**src/rtl/mem_access_ctrl.sv**
```systemverilog
// MEM-stage data-memory sequencer: turns one load/store from EX/MEM into a
// valid/ready request plus response, stalls the pipeline meanwhile, and flags faults.
module mem_access_ctrl #(
  parameter int XLEN    = 32,
  parameter int TIMEOUT = 255
) (
  input  logic            clk,
  input  logic            rst,
  input  logic            MEM_ld,
  input  logic            MEM_str,
  input  logic [XLEN-1:0] MEM_alu_out,
  input  logic [XLEN-1:0] MEM_b2,
  output logic            stall,
  output logic            dmem_req_valid,
  input  logic            dmem_req_ready,
  output logic            dmem_req_we,
  output logic [XLEN-1:0] dmem_req_addr,
  output logic [XLEN-1:0] dmem_req_wdata,
  input  logic            dmem_rsp_valid,
  input  logic [XLEN-1:0] dmem_rsp_rdata,
  output logic [XLEN-1:0] ld_data,
  output logic            ld_data_valid,
  output logic            fault,
  output logic [1:0]      fault_code
);

  // Handshake: a request transfers in a cycle where dmem_req_valid & dmem_req_ready;
  // until then valid, we, addr and wdata hold steady. dmem_rsp_valid is a one-cycle
  // pulse honoured only in WAIT_RSP and qualifies dmem_rsp_rdata.

  typedef enum logic [2:0] {
    S_IDLE     = 3'd0,
    S_REQ      = 3'd1,
    S_WAIT_RSP = 3'd2,
    S_DONE     = 3'd3,
    S_FAULT    = 3'd4
  } state_t;

  localparam logic [1:0]  CODE_MISALIGN = 2'b01;
  localparam logic [1:0]  CODE_TIMEOUT  = 2'b10;
  localparam logic [1:0]  CODE_BOTH     = 2'b11;
  localparam logic [16:0] TIMEOUT_L     = 17'(TIMEOUT);

  // Exposed state for checkers and debug.
  state_t      state;
  logic [15:0] cnt;
  logic        access;
  logic        misaligned;
  logic        timeout_hit;
  logic [16:0] cnt_next;
  logic [15:0] cnt_sat;

  assign access     = MEM_ld | MEM_str;
  assign misaligned = |MEM_alu_out[1:0];

  // The counter "reaches" TIMEOUT at the edge ending the TIMEOUT-th busy cycle.
  assign cnt_next    = {1'b0, cnt} + 17'd1;
  assign cnt_sat     = (cnt == 16'hFFFF) ? cnt : cnt_next[15:0];
  assign timeout_hit = (TIMEOUT != 0) && (cnt_next == TIMEOUT_L);

  always_comb begin
    stall = 1'b0;
    if (!rst) begin
      unique case (state)
        S_IDLE:  stall = access;
        S_DONE:  stall = 1'b0;
        default: stall = 1'b1;
      endcase
    end
  end

  always_ff @(posedge clk or posedge rst) begin
    if (rst) begin
      state          <= S_IDLE;
      cnt            <= '0;
      dmem_req_valid <= 1'b0;
      dmem_req_we    <= 1'b0;
      dmem_req_addr  <= '0;
      dmem_req_wdata <= '0;
      ld_data        <= '0;
      ld_data_valid  <= 1'b0;
      fault          <= 1'b0;
      fault_code     <= 2'b00;
    end else begin
      ld_data_valid <= 1'b0;
      unique case (state)
        S_IDLE: begin
          if (MEM_ld && MEM_str) begin
            state      <= S_FAULT;
            fault      <= 1'b1;
            fault_code <= CODE_BOTH;
          end else if (access && misaligned) begin
            state      <= S_FAULT;
            fault      <= 1'b1;
            fault_code <= CODE_MISALIGN;
          end else if (access) begin
            state          <= S_REQ;
            cnt            <= '0;
            dmem_req_valid <= 1'b1;
            dmem_req_we    <= MEM_str;
            dmem_req_addr  <= MEM_alu_out;
            dmem_req_wdata <= MEM_str ? MEM_b2 : '0;
          end
        end
        S_REQ: begin
          cnt <= cnt_sat;
          // Acceptance is not completion, so a timeout on this edge still faults.
          if (timeout_hit) begin
            state          <= S_FAULT;
            dmem_req_valid <= 1'b0;
            fault          <= 1'b1;
            fault_code     <= CODE_TIMEOUT;
          end else if (dmem_req_ready) begin
            state          <= S_WAIT_RSP;
            dmem_req_valid <= 1'b0;
          end
        end
        S_WAIT_RSP: begin
          cnt <= cnt_sat;
          if (dmem_rsp_valid) begin
            state         <= S_DONE;
            ld_data_valid <= ~dmem_req_we;
            if (!dmem_req_we) ld_data <= dmem_rsp_rdata;
          end else if (timeout_hit) begin
            state      <= S_FAULT;
            fault      <= 1'b1;
            fault_code <= CODE_TIMEOUT;
          end
        end
        S_DONE: begin
          state <= S_IDLE;
        end
        S_FAULT: begin
          state          <= S_FAULT;
          dmem_req_valid <= 1'b0;
        end
        default: begin
          state <= S_IDLE;
        end
      endcase
    end
  end

endmodule

```
**config.mk**
```make
export PLATFORM = sky130hd
export DESIGN_NAME = mem_access_ctrl
export DESIGN_NICKNAME = d
export VERILOG_FILES = /design/src/rtl/mem_access_ctrl.sv
export SDC_FILE = /design/constraint.sdc
export NUM_CORES = 1
export LEC_CHECK = 0
export CAP_MARGIN = 5
export CORE_ASPECT_RATIO = 1.2
export CORE_MARGIN = 2
export CORE_UTILIZATION = 32
export DETAILED_ROUTE_END_ITERATION = 7
export GPL_ROUTABILITY_DRIVEN = 0
export PLACE_DENSITY = 0.71
export SKIP_LAST_GASP = 1
export SYNTH_ARGS = -nofsm -noshare
export SYNTH_HDL_FRONTEND = slang
export SYNTH_SLANG_ARGS = --single-unit
```
**constraint.sdc**
```tcl
create_clock -name clk -period 6.7 [get_ports clk]
set_input_delay 1.005 -clock clk [delete_from_list [all_inputs] [get_ports clk]]
set_output_delay 1.005 -clock clk [all_outputs]
set_load 0.05 [all_outputs]
```
### Yosys cells after proc, flatten, opt, wreduce, memory -nomap -nowiden

Index checks and enable logic that the tools add are counted.

| storage, ports and cells | value |
|---|---|
| register bits | 121 |
| ROM bits | 0 |
| memories | 0 |
| bits in writable memories | 0 |
| latch bits | 0 |
| input bits | 102 |
| word-level logic and storage cells | 78 |

| operators by class | value |
|---|---|
| order comparisons | 0 |
| equal/unequal tests | 15 |
| muxes and demuxes | 34 |
| multipliers | 0 |
| $add $sub $neg | 1 |
| divide/modulo/power cells | 0 |
| reductions and logical operators | 14 |
| bitwise gates (word level) | 4 |
| shifts and indexed selects | 0 |

Operator list:

| kind | number |
|---|---|
| 16-bit two-way mux | 4 |
| 32-bit two-way mux | 1 |
| 16-bit case mux with 2 select lines | 1 |
| 3-bit two-way mux | 7 |
| 16-bit by 1-bit adder with 17-bit output (second input constant) | 1 |
| 17-bit by 8-bit == test with 1-bit output (second input constant) | 1 |
| 16-bit == test (second input constant) | 1 |
| 1-bit two-way mux | 12 |
| 3-bit case mux with 4 select lines | 1 |
| 2-bit inequality test (second input constant) | 5 |
| 5-bit AND reduction | 2 |
| 3-bit inequality test (second input constant) | 3 |
| 3-bit AND reduction | 3 |
| 2-bit two-way mux | 4 |
| 3-bit by 2-bit == test with 1-bit output (second input constant) | 2 |
| 1-bit case mux with 3 select lines | 2 |
| 2-bit case mux with 3 select lines | 1 |
| 3-bit nonzero test | 2 |
| 4-bit inequality test (second input constant) | 1 |
| 4-bit AND reduction | 1 |
| 2-bit OR reduction | 2 |
| 3-bit by 1-bit == test with 1-bit output (second input constant) | 1 |
| 3-bit == test (second input constant) | 1 |
| 3-bit zero test | 1 |
| 5 further kinds | 8 |

### Depth between registers and ports, before layout

Gate-level depths: netlist of run 1.

| depth | value |
|---|---|
| depth after elaboration | 5 |
| gate-level depth with buffers | 8 |
| gate-level depth less buffers | 7 |

### Least setup slack after synthesis of run 1

No wires, ideal clock.

| path | value |
|---|---|
| path type | input port to output port |
| from | input MEM_ld |
| to | output stall |
| stages on the path | 4 |
| buffers on the path | 0 |
| data arrival time | 1801 ps |
| required time | 5695 ps |
| setup slack | 3894 ps |
| path through | nor2_1 -> nand2_1 -> a21oi_1 -> nor2_1 |

| on the way | value |
|---|---|
| cells in the longest elaborated chain, start to end | 3 |

RTL lines:

| item | line | text |
|---|---|---|
| start: declaration | 9 | `input logic MEM_ld,` |
| 1-bit bitwise OR | 53 | `assign access = MEM_ld \| MEM_str;` |
| 1-bit case mux with 2 select lines | 64 | `unique case (state)` |
| 1-bit two-way mux | 63 | `if (!rst) begin` |
| end: declaration | 13 | `output logic stall,` |

No other way between the ends.

### Worst setup path in the final report of run 1

| path | value |
|---|---|
| from | input MEM_str |
| to | output stall |

| on the way | value |
|---|---|
| cells in the longest elaborated chain, start to end | 3 |

RTL lines:

| item | line | text |
|---|---|---|
| start: declaration | 10 | `input logic MEM_str,` |
| 1-bit bitwise OR | 53 |  |
| 1-bit case mux with 2 select lines | 64 |  |
| 1-bit two-way mux | 63 |  |

No other way between the ends.

==> impl_metrics.py, run 1 <==
metrics = {
    "floorplanning": {
        "die_h_um": 142,
        "die_w_um": 119,
        "rows": 50,
        "core-area_um2": 15500,
        "io_pins": 205,
        "initial_core_util": 0.325,
        "die_area_um2": 16800,
    },
    "detailed_routing": {
        "drt-pass1-iter-count": 4,
        "remaining_drc_errors": 0,
        "drt_iter0_drc": 205,
        "vias_per_cell": 4.84,
        "drtAntennaViolNets": 0,
        "vias": 4276,
        "wl_per_cell_um": 15.8,
        "routed_wl_um": 13900,
    },
    "setup_path": {
        "worst_ep_arrival_time_ns": 2.68,
        "cpMaxStageDelayCell": "clkdlybuf4s50_1",
        "end_kind": "output port",
        "cp_max_fo": 4,
        "cp-endpoint": "stall",
        "regToRegEndpoint": "ld_data[8]",
        "reg2reg_slack_ns": 3.86,
        "slowest_delay_ns": 0.80,
        "crit_type": "primary input to output port",
        "path_depth": 6,
        "crit_start": "MEM_str",
        "critPathLaunchType": "primary input",
        "path_cells": "clkdlybuf4s50_1, nor2_1, nand2_1, a21oi_1, nor2_1, clkdlybuf4s50_1",
        "reg2reg_depth": 5,
        "path_buf_inv": 2,
        "crit-reg2reg-launch": "state[0]",
        "crit_family": "buffers and inverters",
        "critPathRequiredTime_ns": 5.69,
    },
    "place": {
        "place_inst": 851,
        "hpwl_um": 9800,
        "portBuffers": 204,
    },
    "global_route": {
        "grt_first_pass_wirelength_um": 22600,
        "grt_util_all_layers": 0.169,
        "grt_pass1_vias": 4440,
        "grt_start_max_net_pins": 79,
        "grt_overflow": 0,
        "antenna_found_initial": 0,
    },
    "sta": {
        "clock_skew_ns": 0.00613,
        "max_freq_mhz": 271,
        "finalHoldViolCount": 0,
        "finalCriticalPeriod_ns": 3.69,
        "drv_slew": 0,
        "rsz0062_at_grt": "no",
        "relSlewSlack": 0.353,
        "fin_tns_setup_ns": 0,
        "layout_worst_path_cycle_share": 0.550,
        "finalSetupViolCount": 0,
        "worst_pin_slew_ns": 0.969,
    },
    "finish": {
        "mostFrequentLayoutCell": "clkdlybuf4s50_1",
        "nFillCells": 1437,
        "fin_cells": 883,
        "final_cell_mix": "clkdlybuf4s50_1 (204), dfrtp_1 (121), nand2_1 (116)",
        "nNetsFinal": 766,
        "final_layout_size_suffix_gt1_frac": 0.113,
        "area_delta_synth_final_pct": 55.4,
    },
    "outcome": {
        "status": "completed",
    },
    "power_and_ir_drop": {
        "p_per_area_nw_per_um2": 428,
        "vdd_drop_max_mv": 0.250,
        "p_leak_uw": 0.00345,
    },
    "yosys": {
        "synth_seq_area_share": 0.600,
        "synth_enable_flop_cells": 0,
        "yosysWarningCount": 0,
        "synth.distinct_cells": 45,
        "ys_async_sr_fraction": 1.00,
        "synth_seq_cells": 121,
        "netlist_area_um2": 5040,
        "synth_nets": 566,
        "avgSynthCellArea_um2": 10.9,
        "yosys_most_used_dff": "dfrtp_1",
        "synthCells": 462,
    },
    "clock_network": {
        "postCtsHoldBufs": 0,
        "root_buffer": "clkbuf_16",
        "insertion_delay_ns": 0.41,
        "clock_path_buffers": 2,
        "clk_pin_slew_ns": 0.05,
        "cts_max_level": 4,
        "clock_sinks": 121,
        "cts_setup_buffers": 0,
        "numCtsBuffers": 17,
        "cts_tree": "done",
        "ctsResizeCount": 0,
    },
    "worst_hold_path": {
        "holdCritPathClass": "flop to flop",
    },
    "job": {
        "drv_cap": 0,
    },
}
## state kept, by name, summed over array words and instances, names as in the netlist
register / count
cnt: 16
dmem_req_addr: 32
dmem_req_valid: 1
dmem_req_wdata: 32
dmem_req_we: 1
fault: 1
fault_code: 2
ld_data: 32
ld_data_valid: 1
state: 3
## per-layer routing
metal,wire length [um],up-vias,global-route usage
li1,-,2010,-
met1,5800,2076,0.205
met5,0,-,0
met3,1060,22,0.0695
met2,6750,168,0.266
met4,317,0,0.0677
## per-stage QoR
step | hold slack (ns) | total power (uW) | utilization | worst slack [ns] | area [um2]
6_report | 0.474 | 3350 | 0.505 | 3.01 | 7840
2_1_floorplan | 0.499 | 1980 | - | 2.48 | 5040
5_1_grt | 0.492 | 3510 | 0.505 | 2.94 | 7830
3_5_place_dp | 0.461 | 2490 | 0.468 | 3.00 | 7260
4_1_cts | 0.475 | 3390 | 0.505 | 3.02 | 7830
3_3_place_gp | 0.458 | 2460 | 0.468 | 3.04 | 7260
## cells in the mapped netlist, types with 2 or more instances
library cell / number / share of area
nor2_1: 23 / 0.017
o41ai_1: 3 / 0.0052
inv_1: 6 / 0.0045
nand2b_1: 3 / 0.0037
nand4_1: 4 / 0.0050
or3_1: 2 / 0.0025
and2_1: 2 / 0.0025
clkbuf_1: 18 / 0.013
ha_1: 2 / 0.0050
a21o_1: 2 / 0.0030
a21oi_1: 14 / 0.014
a31oi_1: 11 / 0.014
nor3_1: 5 / 0.0050
or4_1: 2 / 0.0030
xor2_1: 4 / 0.0069
o31ai_1: 3 / 0.0045
o21bai_1: 2 / 0.0030
o21ai_0: 16 / 0.016
buf_2: 6 / 0.0060
dfrtp_1: 121 / 0.60
buf_4: 2 / 0.0030
mux2_2: 30 / 0.067
xnor2_1: 4 / 0.0069
o31a_1: 2 / 0.0035
or2_2: 2 / 0.0025
nand3_1: 7 / 0.0069
a22o_1: 32 / 0.056
nand2_1: 116 / 0.086
nor4_1: 2 / 0.0025
## kinds of logic after synthesis
group,count (synthesis),share of synthesized area
XOR/XNOR,8,0.0139
multiplexers,30,0.0670
flip-flops,121,0.600
AO/OA/AOI/OAI,91,0.128
buffers and inverters,32,0.0268
adder cells (fa/ha/maj),2,0.00496
AND/OR/NAND/NOR,178,0.159
## final cells by class
cell class | instances | area, um2 | area share
antenna | 1 | 2.50 | 0.000319
clock buffer | 19 | 443 | 0.0565
clock inverter | 12 | 126 | 0.0161
inverter | 6 | 25.0 | 0.00319
multi-input combinational | 309 | 1890 | 0.241
sequential | 121 | 3030 | 0.386
tap | 208 | 260 | 0.0332
timing repair buffer | 207 | 2060 | 0.263
## report_power, final
group / switching (uW) / internal (uW) / total, uW
clock network: 325 / 553 / 878
logic: 856 / 496 / 1350
registers: 176 / 947 / 1120
## worst min path at each step
stage	from	end	slack (ns)	cells after the start
after detailed placement	ld_data[21]	ld_data[21]	0.46	2
after global routing	ld_data[21]	ld_data[21]	0.49	2
after CTS	ld_data[21]	ld_data[21]	0.47	2
after floorplan	cnt[9]	cnt[9]	0.50	1
after global placement	ld_data[29]	ld_data[29]	0.46	2
final	ld_data[21]	ld_data[21]	0.47	2
## worst register-to-register path, cell delays in order (launching register included)
cell      delay [ns]
dfrtp_1         0.47
nand2b_4        0.20
or4b_2          0.99
inv_1           0.85
nand2_1         0.17
nand2_1         0.10
No activity file was read; power rests on OpenSTA's default activity.
==> run 2, diff against run 1 <==
PLACE_DENSITY = 0.74   (was 0.71)
clock period = 3.1 ns   (was 6.7 ns; I/O delays follow)
==> run 2 against run 1 <==
- via count down 0.37%
- die area did not move
- largest cell class unchanged
- total power up 120%
- non-clock buffer count increased by 3
- clock-buffer cell count up 1
- flip-flop and latch count did not move
- register-to-register slack got worse by 3.2 ns
- combinational power rose by 120%
- global-route usage fell by 0.20 points
- largest power group unchanged
- cell area grew 0.73%
- cell count is 0.23% higher
- clock skew rose by 0.0032 ns
==> impl_metrics.py, run 2 (synthesized netlist as in run 1, its figures left out) <==
metrics = {
    "outcome": {
        "status": "completed",
    },
    "setup_path": {
        "critPathLaunchType": "primary input",
        "path_cells": "clkdlybuf4s50_1, nor2_1, nand2_1, a21oi_1, nor2_1, clkdlybuf4s50_1",
        "critPathRequiredTime_ns": 2.63,
        "cpMaxStageDelayCell": "clkdlybuf4s50_1",
        "crit_type": "primary input to output port",
        "slowest_delay_ns": 0.81,
        "worst_ep_arrival_time_ns": 2.11,
        "crit-reg2reg-launch": "cnt[1]",
        "cp_max_fo": 4,
        "crit_start": "MEM_str",
        "end_kind": "output port",
    },
    "sta": {
        "worst_pin_slew_ns": 0.924,
        "finalSetupViolCount": 0,
        "layout_worst_path_cycle_share": 0.832,
        "max_freq_mhz": 388,
        "finalHoldViolCount": 0,
        "final.setup.worst_slack_ns": 0.520,
        "rsz0062_at_grt": "no",
        "drv_slew": 0,
        "relSlewSlack": 0.383,
        "fin_tns_setup_ns": 0,
        "clock_skew_ns": 0.00938,
        "finalCriticalPeriod_ns": 2.58,
    },
    "clock_network": {
        "ctsResizeCount": 0,
        "cts_setup_buffers": 0,
        "clock_sinks": 121,
        "numCtsBuffers": 17,
        "insertion_delay_ns": 0.41,
        "clock_path_buffers": 2,
        "root_buffer": "clkbuf_16",
        "cts_tree": "done",
        "cts_max_level": 4,
        "clk_pin_slew_ns": 0.05,
        "postCtsHoldBufs": 0,
    },
    "power_and_ir_drop": {
        "internal_power_uw": 4340,
        "pwr-share-clk": 0.263,
        "comb_power_share": 0.402,
        "vdd_drop_max_mv": 0.429,
        "sw_frac_of_total": 0.403,
        "p_leak_uw": 0.00347,
        "switchingPower_uw": 2930,
        "seqPwrFrac": 0.335,
        "p_per_area_nw_per_um2": 921,
    },
    "detailed_routing": {
        "vias_per_cell": 4.81,
        "wl_per_cell_um": 15.6,
        "routed_wl_um": 13800,
        "drt-pass1-iter-count": 5,
        "drt_iter0_drc": 215,
        "drtAntennaViolNets": 0,
        "vias": 4260,
        "remaining_drc_errors": 0,
    },
    "place": {
        "portBuffers": 204,
        "dpl_worst_slack_ns": 0.521,
        "hpwl_um": 9740,
    },
    "global_route": {
        "grt_pass1_vias": 4443,
        "grt_start_max_net_pins": 122,
        "grt_first_pass_wirelength_um": 22400,
        "antenna_found_initial": 0,
        "grt_util_all_layers": 0.167,
        "grt_overflow": 0,
    },
    "floorplanning": {
        "die_w_um": 119,
        "die_h_um": 142,
        "rows": 50,
        "initial_core_util": 0.325,
        "core-area_um2": 15500,
        "io_pins": 205,
        "die_area_um2": 16800,
    },
    "finish": {
        "nNetsFinal": 769,
        "final_layout_size_suffix_gt1_frac": 0.117,
        "nFillCells": 1422,
        "mostFrequentLayoutCell": "clkdlybuf4s50_1",
        "regArea_um2": 3030,
        "antenna_cells": 0,
        "reg.largest.list": "dmem_req_addr: 32 flops, dmem_req_wdata: 32 flops, ld_data: 32 flops",
        "multi_input_comb_area_um2": 1890,
        "final_cell_mix": "clkdlybuf4s50_1 (204), dfrtp_1 (121), nand2_1 (116)",
        "area_delta_synth_final_pct": 56.6,
    },
    "job": {
        "drv_cap": 0,
    },
    "worst_hold_path": {
        "holdCritPathClass": "flop to flop",
        "min_from": "ld_data[30]",
    },
}
[run 2: worst paths after layout]
| path | to | slack, ns | depth (start not counted) |
|---|---|---|---|
| worst min-delay path | ld_data[30] | 0.47 | 2 |
| worst max register to register | fault_code[0] | 0.67 | 7 |
| min in group asynchronous | state[2] | 0.58 | 3 |
| worst min register to register | ld_data[30] | 0.47 | 2 |
| max in group asynchronous | cnt[0] | 1.93 | 3 |
| worst max-delay path | stall | 0.52 | 6 |
[run 2: power groups by stage]
| stage | logic [uW] | clock network [uW] | registers, uW |
|---|---|---|---|
| 6_report | 2930 | 1910 | 2440 |
| 5_1_grt | 3050 | 2030 | 2510 |
| 4_1_cts | 2950 | 1960 | 2440 |
| 3_5_place_dp | 2940 | 0 | 2450 |
| 3_3_place_gp | 2910 | 0 | 2420 |
| 2_1_floorplan | 581 | 0 | 3690 |
[run 2: critical path: cells and delay by family]
family                 cells  cell delay (ns)
buffers and inverters      2             1.35
AND/OR/NAND/NOR            3             0.25
AO/OA/AOI/OAI              1             0.05
[run 2: layer usage]
metal	vias to the layer above	track usage	part of all wire
met5	-	0	0
met2	142	0.286	0.51
met1	2078	0.191	0.40
met3	29	0.0587	0.063
li1	2011	-	-
met4	0	0.0645	0.022
[run 2: stage by stage]
step	hold slack, ns	instances	cell area (um2)	util	power, uW
after floorplan	0.499	462	5050	-	4270
after global placement	0.458	854	7310	0.471	5320
after detailed placement	0.463	854	7310	0.471	5390
after CTS	0.478	885	7890	0.509	7350
after global routing	0.506	885	7890	0.509	7590
final	0.473	885	7890	0.509	7270
[run 2: cell type report]
class	count	area share
Clock buffer	20	0.0579
Clock inverter	11	0.0157
Sequential cell	121	0.384
Multi-Input combinational cell	309	0.239
Timing Repair Buffer	210	0.268
Tap cell	208	0.0330
Inverter	6	0.00333
==> run 3, diff against run 2 <==
clock period = 2.3 ns   (was 3.1 ns; I/O delays follow)
==> run 3 against run 2 <==
- routed wire length grew 5.4%
- via count increased by 2.9%
- combinational power rose by 38%
- cell count increased by 1.4%
- register-to-register slack lost 0.53 ns
- critical path depth grew 2
- global-route usage is 0.97 points higher
- largest cell class unchanged
- largest power group unchanged
==> impl_metrics.py, run 3 (synthesized netlist as in run 1, its figures left out) <==
metrics = {
    "outcome": {
        "status": "completed",
    },
    "detailed_routing": {
        "vias_per_cell": 4.89,
        "wl_per_cell_um": 16.2,
        "vias": 4383,
        "drtAntennaViolNets": 0,
        "drt_iter0_drc": 181,
        "remaining_drc_errors": 0,
        "routed_wl_um": 14500,
        "drt-pass1-iter-count": 4,
    },
    "clock_network": {
        "numCtsBuffers": 17,
        "clock_path_buffers": 2,
        "clock_sinks": 121,
        "insertion_delay_ns": 0.42,
        "root_buffer": "clkbuf_16",
        "cts_max_level": 4,
        "clk_pin_slew_ns": 0.05,
        "cts_tree": "done",
        "postCtsHoldBufs": 0,
    },
    "setup_path": {
        "cp_max_fo": 9,
        "end_kind": "flop",
        "crit_type": "flop to flop",
        "worst_ep_arrival_time_ns": 2.43,
        "critPathRequiredTime_ns": 2.57,
        "critPathLaunchType": "flop",
        "crit_start": "cnt[0]",
        "crit-reg2reg-launch": "cnt[0]",
    },
    "finish": {
        "nNetsFinal": 780,
        "area_delta_synth_final_pct": 60.7,
        "final_layout_size_suffix_gt1_frac": 0.142,
        "fin_cells": 897,
        "reg.largest.list": "dmem_req_addr: 32 flops, dmem_req_wdata: 32 flops, ld_data: 32 flops",
        "mostFrequentLayoutCell": "clkdlybuf4s50_1",
        "antenna_cells": 0,
        "final_cell_mix": "clkdlybuf4s50_1 (203), dfrtp_1 (121), nand2_1 (116)",
    },
    "power_and_ir_drop": {
        "p_leak_uw": 0.00356,
        "internal_power_uw": 6060,
        "p_per_area_nw_per_um2": 1250,
        "sw_frac_of_total": 0.400,
        "switchingPower_uw": 4040,
        "comb_power_share": 0.399,
        "pwr-share-clk": 0.275,
        "vdd_drop_max_mv": 0.907,
        "seqPwrFrac": 0.325,
    },
    "sta": {
        "rsz0062_at_grt": "no",
        "finalCriticalPeriod_ns": 2.16,
        "layout_worst_path_cycle_share": 0.940,
        "worst_pin_slew_ns": 0.657,
        "drv_slew": 0,
        "max_freq_mhz": 463,
        "finalSetupViolCount": 0,
        "relSlewSlack": 0.562,
        "finalHoldViolCount": 0,
        "fin_tns_setup_ns": 0,
        "clock_skew_ns": 0.00812,
    },
    "global_route": {
        "grt_start_max_net_pins": 66,
        "antenna_found_initial": 0,
        "grt_util_all_layers": 0.176,
        "grt_pass1_vias": 4715,
        "grt_first_pass_wirelength_um": 23500,
        "grt_overflow": 0,
    },
    "floorplanning": {
        "io_pins": 205,
        "initial_core_util": 0.325,
        "die_area_um2": 16800,
        "core-area_um2": 15500,
        "rows": 50,
        "die_w_um": 119,
        "die_h_um": 142,
    },
    "job": {
        "drv_cap": 0,
    },
    "place": {
        "portBuffers": 204,
        "hpwl_um": 10300,
        "place_inst": 864,
    },
    "worst_hold_path": {
        "holdCritPathClass": "primary input to async pin",
    },
}
==> run 3: stage by stage <==
stage,setup WS [ns],hold slack [ns],total power [uW],cell area (um2),utilization
2_1_floorplan,0.213,0.447,5760,5050,-
3_3_place_gp,0.193,0.457,7210,7420,0.478
3_5_place_dp,0.101,0.462,7310,7420,0.478
4_1_cts,0.0743,0.438,10100,8050,0.519
5_1_grt,0.0281,0.458,10500,8100,0.522
6_report,0.138,0.419,10100,8100,0.522
==> run 3: power groups by stage <==
stage                     Combinational (uW)  Clock (uW)  Sequential (uW)
after detailed placement                4030           0             3290
after CTS                               4050        2820             3270
after floorplan                          783           0             4970
after global placement                  3960           0             3240
final                                   4040        2780             3290
after global routing                    4210        2920             3380
==> run 3: critical path, cell delays in order (launching register included) <==
cell and delay (ns):
dfrtp_1 0.35, ha_2 0.24, nand3_4 0.14, or4_1 0.56, o311ai_1 0.12, nand4_1 0.20
nor3_2 0.14, buf_4 0.18, a31oi_1 0.10
==> run 3: timing repair <==
action	4_1_cts	5_1_grt
gates resized for setup	0	7
buffers inserted	0	1
setup endpoints to repair	0	5
==> run 3: area by class of cell <==
| cell class | count | area (um2) |
|---|---|---|
| Fill cell | 1371 | 7410 |
| Sequential cell | 121 | 3030 |
| Timing Repair Buffer | 221 | 2230 |
| Multi-Input combinational cell | 309 | 1930 |
| Clock buffer | 21 | 480 |
| Tap cell | 208 | 260 |
| Clock inverter | 11 | 144 |
| Inverter | 6 | 26.3 |
==> run 3: final timing paths <==
path,endpoint,slack [ns],depth (start not counted)
max reg2reg,fault_code[0],0.14,8
min in group clk,ld_data[29],0.46,3
min reg2reg,ld_data[28],0.47,2
min,state[2],0.42,3
max in group asynchronous,cnt[6],1.56,3
max,fault_code[0],0.14,8
==> run 3: routing by layer <==
| layer | GRT usage | part of all wire | up-vias |
|---|---|---|---|
| li1 | - | - | 2040 |
| met1 | 0.196 | 0.39 | 2155 |
| met2 | 0.303 | 0.52 | 154 |
| met3 | 0.0587 | 0.063 | 34 |
| met4 | 0.0858 | 0.030 | 0 |
| met5 | 0 | 0 | - |
